$ cat src/rtl/signal_conflict_monitor.sv
// Safety monitor on the lamp-drive fields: latches illegal/conflict/yellow/stall faults and requests red-flash.
// Latency: a violation detected in cycle N is visible on the registered fault outputs in cycle N+1.
// Backpressure: none; inputs are sampled every cycle. Optional lamp override outputs under MONITOR_OVERRIDE_EN.
module signal_conflict_monitor #(
    parameter int DEBOUNCE       = 2,
    parameter int MIN_YELLOW     = 4,
    parameter int WATCHDOG       = 200,
    parameter int STARTUP_CYCLES = 16,
    parameter int FLASH_HALF     = 8
) (
    input  logic       clk,
    input  logic       reset,
    input  logic [2:0] ns_crossing,
    input  logic [2:0] ns_road,
    input  logic [2:0] ns_ped,
    input  logic [2:0] ew_crossing,
    input  logic [2:0] ew_road,
    input  logic [2:0] ew_ped,
    input  logic       fault_clear,
    output logic       fault,
    output logic [2:0] fault_code,
    output logic [2:0] fault_channel,
    output logic       flash_req,
    output logic       flash_phase
`ifdef MONITOR_OVERRIDE_EN
    ,
    output logic [2:0] ns_crossing_o,
    output logic [2:0] ns_road_o,
    output logic [2:0] ns_ped_o,
    output logic [2:0] ew_crossing_o,
    output logic [2:0] ew_road_o,
    output logic [2:0] ew_ped_o
`endif
);
    localparam logic [2:0] RED = 3'b100;
    localparam logic [2:0] YEL = 3'b010;
    localparam logic [2:0] GRN = 3'b001;

    localparam int DW = $clog2(DEBOUNCE + 1);
    localparam int YW = $clog2(MIN_YELLOW + 1);
    localparam int WW = $clog2(WATCHDOG + 1);
    localparam int SW = (STARTUP_CYCLES > 1) ? $clog2(STARTUP_CYCLES) : 1;
    localparam int FW = (FLASH_HALF > 1) ? $clog2(FLASH_HALF) : 1;

    localparam logic [DW-1:0] DB_MAX  = DW'(DEBOUNCE);
    localparam logic [YW-1:0] Y_MAX   = YW'(MIN_YELLOW);
    localparam logic [WW-1:0] WD_MAX  = WW'(WATCHDOG);
    localparam logic [SW-1:0] ST_LAST = SW'(STARTUP_CYCLES - 1);
    localparam logic [FW-1:0] FL_LAST = FW'(FLASH_HALF - 1);

    typedef enum logic [1:0] {ST_STARTUP, ST_RUN, ST_FAULT} state_t;

    state_t                  state_q, state_d;
    logic [5:0][2:0]         fld, prev_q;
    logic [5:0][DW-1:0]      ill_cnt_q, ill_cnt_d;
    logic [5:0][YW-1:0]      ycnt_q, ycnt_d;
    logic [DW-1:0]           con_cnt_q, con_cnt_d;
    logic [WW-1:0]           wd_cnt_q, wd_cnt_d;
    logic [SW-1:0]           st_cnt_q, st_cnt_d;
    logic [FW-1:0]           fl_cnt_q, fl_cnt_d;
    logic                    fault_q, fault_d, phase_q, phase_d;
    logic [2:0]              code_q, code_d, chan_q, chan_d;
    logic [5:0]              illegal;
    logic                    all_red, ns_act, ew_act, run, clr_accept;
    logic                    det_vld;
    logic [2:0]              det_code, det_chan;

    // Channel 0 is ns_crossing, channel 5 is ew_ped.
    assign fld        = {ew_ped, ew_road, ew_crossing, ns_ped, ns_road, ns_crossing};
    assign run        = (state_q == ST_RUN);
    assign clr_accept = (state_q == ST_FAULT) && fault_clear && all_red;

    // Per-cycle classification of the six fields.
    always_comb begin
        all_red = 1'b1;
        ns_act  = 1'b0;
        ew_act  = 1'b0;
        illegal = '0;
        for (int i = 0; i < 6; i++) begin
            illegal[i] = !((fld[i] == RED) || (fld[i] == YEL) || (fld[i] == GRN));
            if (fld[i] != RED) begin
                all_red = 1'b0;
                if (i < 3) ns_act = 1'b1;
                else       ew_act = 1'b1;
            end
        end
    end

    // Saturating check counters and prioritised violation detect (later assignments win).
    always_comb begin
        con_cnt_d = '0;
        wd_cnt_d  = '0;
        ill_cnt_d = '0;
        ycnt_d    = '0;
        det_vld   = 1'b0;
        det_code  = 3'd0;
        det_chan  = 3'd7;
        if (run && ns_act && ew_act)
            con_cnt_d = (con_cnt_q == DB_MAX) ? DB_MAX : con_cnt_q + 1'b1;
        if (run && all_red)
            wd_cnt_d = (wd_cnt_q == WD_MAX) ? WD_MAX : wd_cnt_q + 1'b1;
        for (int i = 0; i < 6; i++) begin
            if (run && illegal[i])
                ill_cnt_d[i] = (ill_cnt_q[i] == DB_MAX) ? DB_MAX : ill_cnt_q[i] + 1'b1;
            // Yellow timing runs in every state so a yellow begun before RUN is still timed.
            if ((fld[i] == YEL) && !clr_accept)
                ycnt_d[i] = (ycnt_q[i] == Y_MAX) ? Y_MAX : ycnt_q[i] + 1'b1;
        end
        if (run && (wd_cnt_d == WD_MAX)) begin
            det_vld = 1'b1; det_code = 3'd5; det_chan = 3'd7;
        end
        for (int i = 5; i >= 0; i--) begin
            if (run && (prev_q[i] == YEL) && (fld[i] == RED) && (ycnt_q[i] < Y_MAX)) begin
                det_vld = 1'b1; det_code = 3'd4; det_chan = 3'(i);
            end
        end
        for (int i = 5; i >= 0; i--) begin
            if (run && (prev_q[i] == GRN) && (fld[i] == RED)) begin
                det_vld = 1'b1; det_code = 3'd3; det_chan = 3'(i);
            end
        end
        if (run && (con_cnt_d == DB_MAX)) begin
            det_vld = 1'b1; det_code = 3'd2; det_chan = 3'd7;
        end
        for (int i = 5; i >= 0; i--) begin
            if (ill_cnt_d[i] == DB_MAX) begin
                det_vld = 1'b1; det_code = 3'd1; det_chan = 3'(i);
            end
        end
    end

    // Mode FSM next state, latched fault fields and flash timing.
    always_comb begin
        state_d  = state_q;
        fault_d  = fault_q;
        code_d   = code_q;
        chan_d   = chan_q;
        st_cnt_d = '0;
        fl_cnt_d = '0;
        phase_d  = 1'b1;
        case (state_q)
            ST_STARTUP: begin
                if (st_cnt_q == ST_LAST) state_d = ST_RUN;
                else                     st_cnt_d = st_cnt_q + 1'b1;
            end
            ST_RUN: begin
                if (det_vld) begin
                    state_d = ST_FAULT;
                    fault_d = 1'b1;
                    code_d  = det_code;
                    chan_d  = det_chan;
                end
            end
            ST_FAULT: begin
                if (clr_accept) begin
                    state_d = ST_STARTUP;
                    fault_d = 1'b0;
                    code_d  = 3'd0;
                    chan_d  = 3'd7;
                end
            end
            default: state_d = ST_STARTUP;
        endcase
        // Flash counter restarts with phase high on every entry into a flashing state.
        if ((state_d != ST_RUN) && (state_d == state_q)) begin
            if (fl_cnt_q == FL_LAST) phase_d = ~phase_q;
            else begin
                fl_cnt_d = fl_cnt_q + 1'b1;
                phase_d  = phase_q;
            end
        end
    end

    // State and counter registers; reset dominates everything.
    always_ff @(posedge clk) begin
        if (reset) begin
            state_q   <= ST_STARTUP;
            prev_q    <= {6{RED}};
            ill_cnt_q <= '0;
            ycnt_q    <= '0;
            con_cnt_q <= '0;
            wd_cnt_q  <= '0;
            st_cnt_q  <= '0;
            fl_cnt_q  <= '0;
            fault_q   <= 1'b0;
            code_q    <= 3'd0;
            chan_q    <= 3'd7;
            phase_q   <= 1'b1;
        end else begin
            state_q   <= state_d;
            prev_q    <= fld;
            ill_cnt_q <= ill_cnt_d;
            ycnt_q    <= ycnt_d;
            con_cnt_q <= con_cnt_d;
            wd_cnt_q  <= wd_cnt_d;
            st_cnt_q  <= st_cnt_d;
            fl_cnt_q  <= fl_cnt_d;
            fault_q   <= fault_d;
            code_q    <= code_d;
            chan_q    <= chan_d;
            phase_q   <= phase_d;
        end
    end

    assign fault         = fault_q;
    assign fault_code    = code_q;
    assign fault_channel = chan_q;
    assign flash_req     = (state_q != ST_RUN);
    assign flash_phase   = phase_q;

`ifdef MONITOR_OVERRIDE_EN
    logic [2:0] lamp_flash;
    assign lamp_flash    = phase_q ? RED : 3'b000;
    assign ns_crossing_o = flash_req ? lamp_flash : ns_crossing;
    assign ns_road_o     = flash_req ? lamp_flash : ns_road;
    assign ns_ped_o      = flash_req ? lamp_flash : ns_ped;
    assign ew_crossing_o = flash_req ? lamp_flash : ew_crossing;
    assign ew_road_o     = flash_req ? lamp_flash : ew_road;
    assign ew_ped_o      = flash_req ? lamp_flash : ew_ped;
`endif
endmodule
$ cat config.mk
export PLATFORM = sky130hd
export DESIGN_NAME = signal_conflict_monitor
export DESIGN_NICKNAME = d
export VERILOG_FILES = /design/src/rtl/signal_conflict_monitor.sv
export SDC_FILE = /design/constraint.sdc
export NUM_CORES = 1
export LEC_CHECK = 0
export ABC_AREA = 1
export BUFFER_PORTS_ARGS = -buffer_cell sky130_fd_sc_hd__buf_2
export CAP_MARGIN = 20
export CORE_MARGIN = 5
export CORE_UTILIZATION = 54
export CTS_CLUSTER_DIAMETER = 80
export CTS_CLUSTER_SIZE = 30
export DETAILED_ROUTE_END_ITERATION = 8
export HOLD_SLACK_MARGIN = 0.05
export MAX_ROUTING_LAYER = met4
export PLACE_DENSITY = 0.84
export SETUP_SLACK_MARGIN = 0.3
export SLEW_MARGIN = 20
export SYNTH_ARGS = -nofsm -noshare
export SYNTH_HDL_FRONTEND = slang
export SYNTH_SLANG_ARGS = --single-unit
export TNS_END_PERCENT = 1
$ cat constraint.sdc
create_clock -name clk -period 2.1 [get_ports clk]
set_input_delay 0.105 -clock clk [delete_from_list [all_inputs] [get_ports clk]]
set_output_delay 0.105 -clock clk [all_outputs]
set_load 0.1 [all_outputs]
==> results.py <==
metrics = {
    "logic_synthesis": {
        "synth-compound-area-share": 0.0437,
        "yosys-mux-area-fraction": 0,
        "synth-simple-area-share": 0.321,
        "synth_seq_cells": 75,
        "synth-adder-area-share": 0.0934,
        "ys_types": 33,
        "syn-num-nets": 562,
        "synth_top_family_by_area": "simple AND/OR/NAND/NOR gates",
        "synth_area_leaders": "dfxtp_1 40%, ha_1 9.3%, inv_1 9.3%, nand2_1 8.5%, nor2_1 7.8%",
        "syn_inst": 513,
        "async_flop_share": 0,
        "ys.flop_type": "dfxtp_1",
        "syn_area_sq_um": 3750,
        "yosysTopAreaCell": "dfxtp_1",
        "synth_edf_count": 0,
        "ys_warn_count": 0,
        "ys_seq_area_frac": 0.400,
        "synth_xor_area_frac": 0.0233,
        "syn_avg_cell_area_sq_um": 7.31,
        "synth_top_area_share": 0.400,
    },
    "clock_tree": {
        "htreeDepth": 3,
        "tritoncts": "done",
        "insertion_delay_ns": 0.35,
        "cts-root-buf": "clkbuf_8",
        "clk_pin_slew_ns": 0.08,
        "cts_made_buffers": 9,
        "numClockSinks": 75,
        "cts.path.max_buffers": 2,
    },
    "setup_path": {
        "critPathMaxFanout": 4,
        "crit_path_start_kind": "register",
        "startpoint": "state_q[1]",
        "r2r_cells": 16,
        "crit_type": "reg2reg",
        "rr_endpoint": "state_q[1]",
        "arrival_ns": 2.51,
        "rrSetupSlack_ns": -0.19,
        "end_kind": "register",
        "r2r-start": "state_q[1]",
        "required_ns": 2.32,
    },
    "sta": {
        "hold_violations": 0,
        "fin_skew_ns": 0.00528,
        "whs_ns": 0.0855,
        "slew_viol_final": 0,
        "max_freq_mhz": 437,
        "relSlewSlack": 0.660,
        "setup_slack_ns": -0.186,
        "rsz0062_at_grt": "yes",
        "tightest_slew_ns": 0.511,
        "setup_violations": 13,
        "period_needed_ns": 2.29,
        "period_share": 1.09,
    },
    "routing": {
        "detail_route.iter0.violations": 257,
        "drc": 0,
        "wl_per_cell_um": 12.9,
        "drt-pass1-iter-count": 7,
        "vias": 3628,
        "antenna_left": 0,
        "drt-vias-per-instance": 5.07,
        "totalWireLength_um": 9240,
    },
    "cells_and_area": {
        "final_cell_mix": "90 x inv_1, 77 x nand2_1, 72 x dfxtp_1",
        "layout_commonest_cell": "inv_1",
        "area.growth.synth_to_final_pct": 32.9,
        "diodes": 0,
        "nets": 664,
        "drive_gt1_frac": 0.274,
    },
    "floorplan": {
        "fp.dieH_um": 93.3,
        "die_area_sq_um": 8710,
        "core_sq_um": 6790,
        "start_util": 0.552,
        "ioPinCount": 30,
        "die_x_um": 93.3,
        "rows": 30,
    },
    "hold_path": {
        "holdPathEnd": "ycnt_q[17]",
        "whs_path_depth": 3,
        "hold_class": "in2reg",
        "hold_path.startpoint": "ew_ped[1]",
    },
    "placement": {
        "place_ws_ns": -0.162,
        "gp_congestion": 0.894,
        "portBuffers": 29,
        "dp_hpwl_um": 5850,
    },
    "run_status": {
        "violations": "negative setup slack",
        "status": "complete, but fails checks",
    },
    "global_route": {
        "grt_max_degree": 47,
        "busiest_layer": "met2",
        "met2_usage": 0.392,
        "use_met1": 0.235,
        "grt_pass1_vias": 3632,
        "antenna_found_initial": 0,
        "gr-usage-met3": 0.0724,
        "grt_usage": 0.227,
        "grt_pass1_wl_um": 15200,
        "overflow": 0,
    },
    "pwr": {
        "p_leak_nw": 2.30,
        "peakVddDrop_mv": 0.631,
        "powerDensity_nw_per_um2": 587,
    },
    "flow_run": {
        "cap_violations": 0,
    },
}
power breakdown:
part           leakage [nW]  total [mW]  switching, mW  internal (mW)
clock network         0.116        1.28          0.541          0.737
logic                  1.57       0.178          0.104         0.0746
registers             0.613        1.47         0.0159           1.45
total                  2.30        2.93          0.661           2.26
how the worst max path moves through the flow:
stage | end | slack, ns
floorplan | fault_channel[2] | 0.003
global route | fault_channel[0] | -0.37
finish | state_q[1] | -0.19
CTS | fl_cnt_q[0] | -0.13
detailed placement | fl_cnt_q[0] | -0.16
global placement | fault_channel[0] | -0.06
layout make-up:
class	instances	area [sq um]
inverters	109	422
multi-input cells	322	1970
flip-flops and latches	75	1510
fillers	453	1810
well taps	96	120
repair buffers	98	731
clock buffers	11	151
clock inverters	5	85.1
sequential cells by signal (all words and copies together) (netlist names), 3 cells and up:
| register | count |
|---|---|
| fault_channel | 3 |
| prev_q | 18 |
| st_cnt_q | 4 |
| ill_cnt_q | 12 |
| fault_code | 3 |
| wd_cnt_q | 8 |
| ycnt_q | 18 |
| fl_cnt_q | 3 |
critical path, cell delays in order, from the launching register on:
cell	delay, ns
dfxtp_2	0.34
inv_2	0.05
ha_4	0.16
buf_8	0.14
buf_6	0.11
nand4_1	0.11
nor2_1	0.06
nand2_1	0.10
nand2_2	0.08
nor2_4	0.11
nand2_2	0.08
nor2_4	0.20
nand4_1	0.21
nand2_2	0.18
buf_6	0.11
buf_4	0.09
nor2_1	0.03
through the flow:
step                      setup TNS, ns  area (sq um)  total power, mW  instances   util
after floorplan                       0          3800             1.58        513      -
after global placement           -0.205          4250             1.63        660  0.625
after detailed placement          -1.32          4250             1.64        660  0.625
after CTS                        -0.917          4890             2.92        712  0.720
after global routing              -3.80          4980             3.03        716  0.734
final                             -1.71          4980             2.93        716  0.734
per-layer routing:
metal,part of all wire,up-vias
met5,0,-
met1,0.39,1665
met2,0.51,115
met3,0.060,45
met4,0.037,0
li1,-,1803
cells by family after synthesis:
family	count (synthesis)
AND/OR/NAND/NOR	258
buffers and inverters	116
flip-flops	75
adder cells (fa/ha/maj)	28
AO/OA/AOI/OAI	26
XOR/XNOR	10
synth_stat cells, drive strengths merged (5+ instances only):
master	n
nor2	83
a21oi	12
clkbuf	5
nand3	43
ha	28
xnor2	6
nand2	87
nor3	24
dfxtp	75
inv	109
nand4	16
what timing repair did:
item	in CTS	in global routing
setup buffers	19	4
resized for setup	23	17
hold buffers	17	0
pin swaps	24	16
setup endpoints to repair	13	13
endpoints found under the hold margin	17	0
Power figures use the tool's default switching activity.
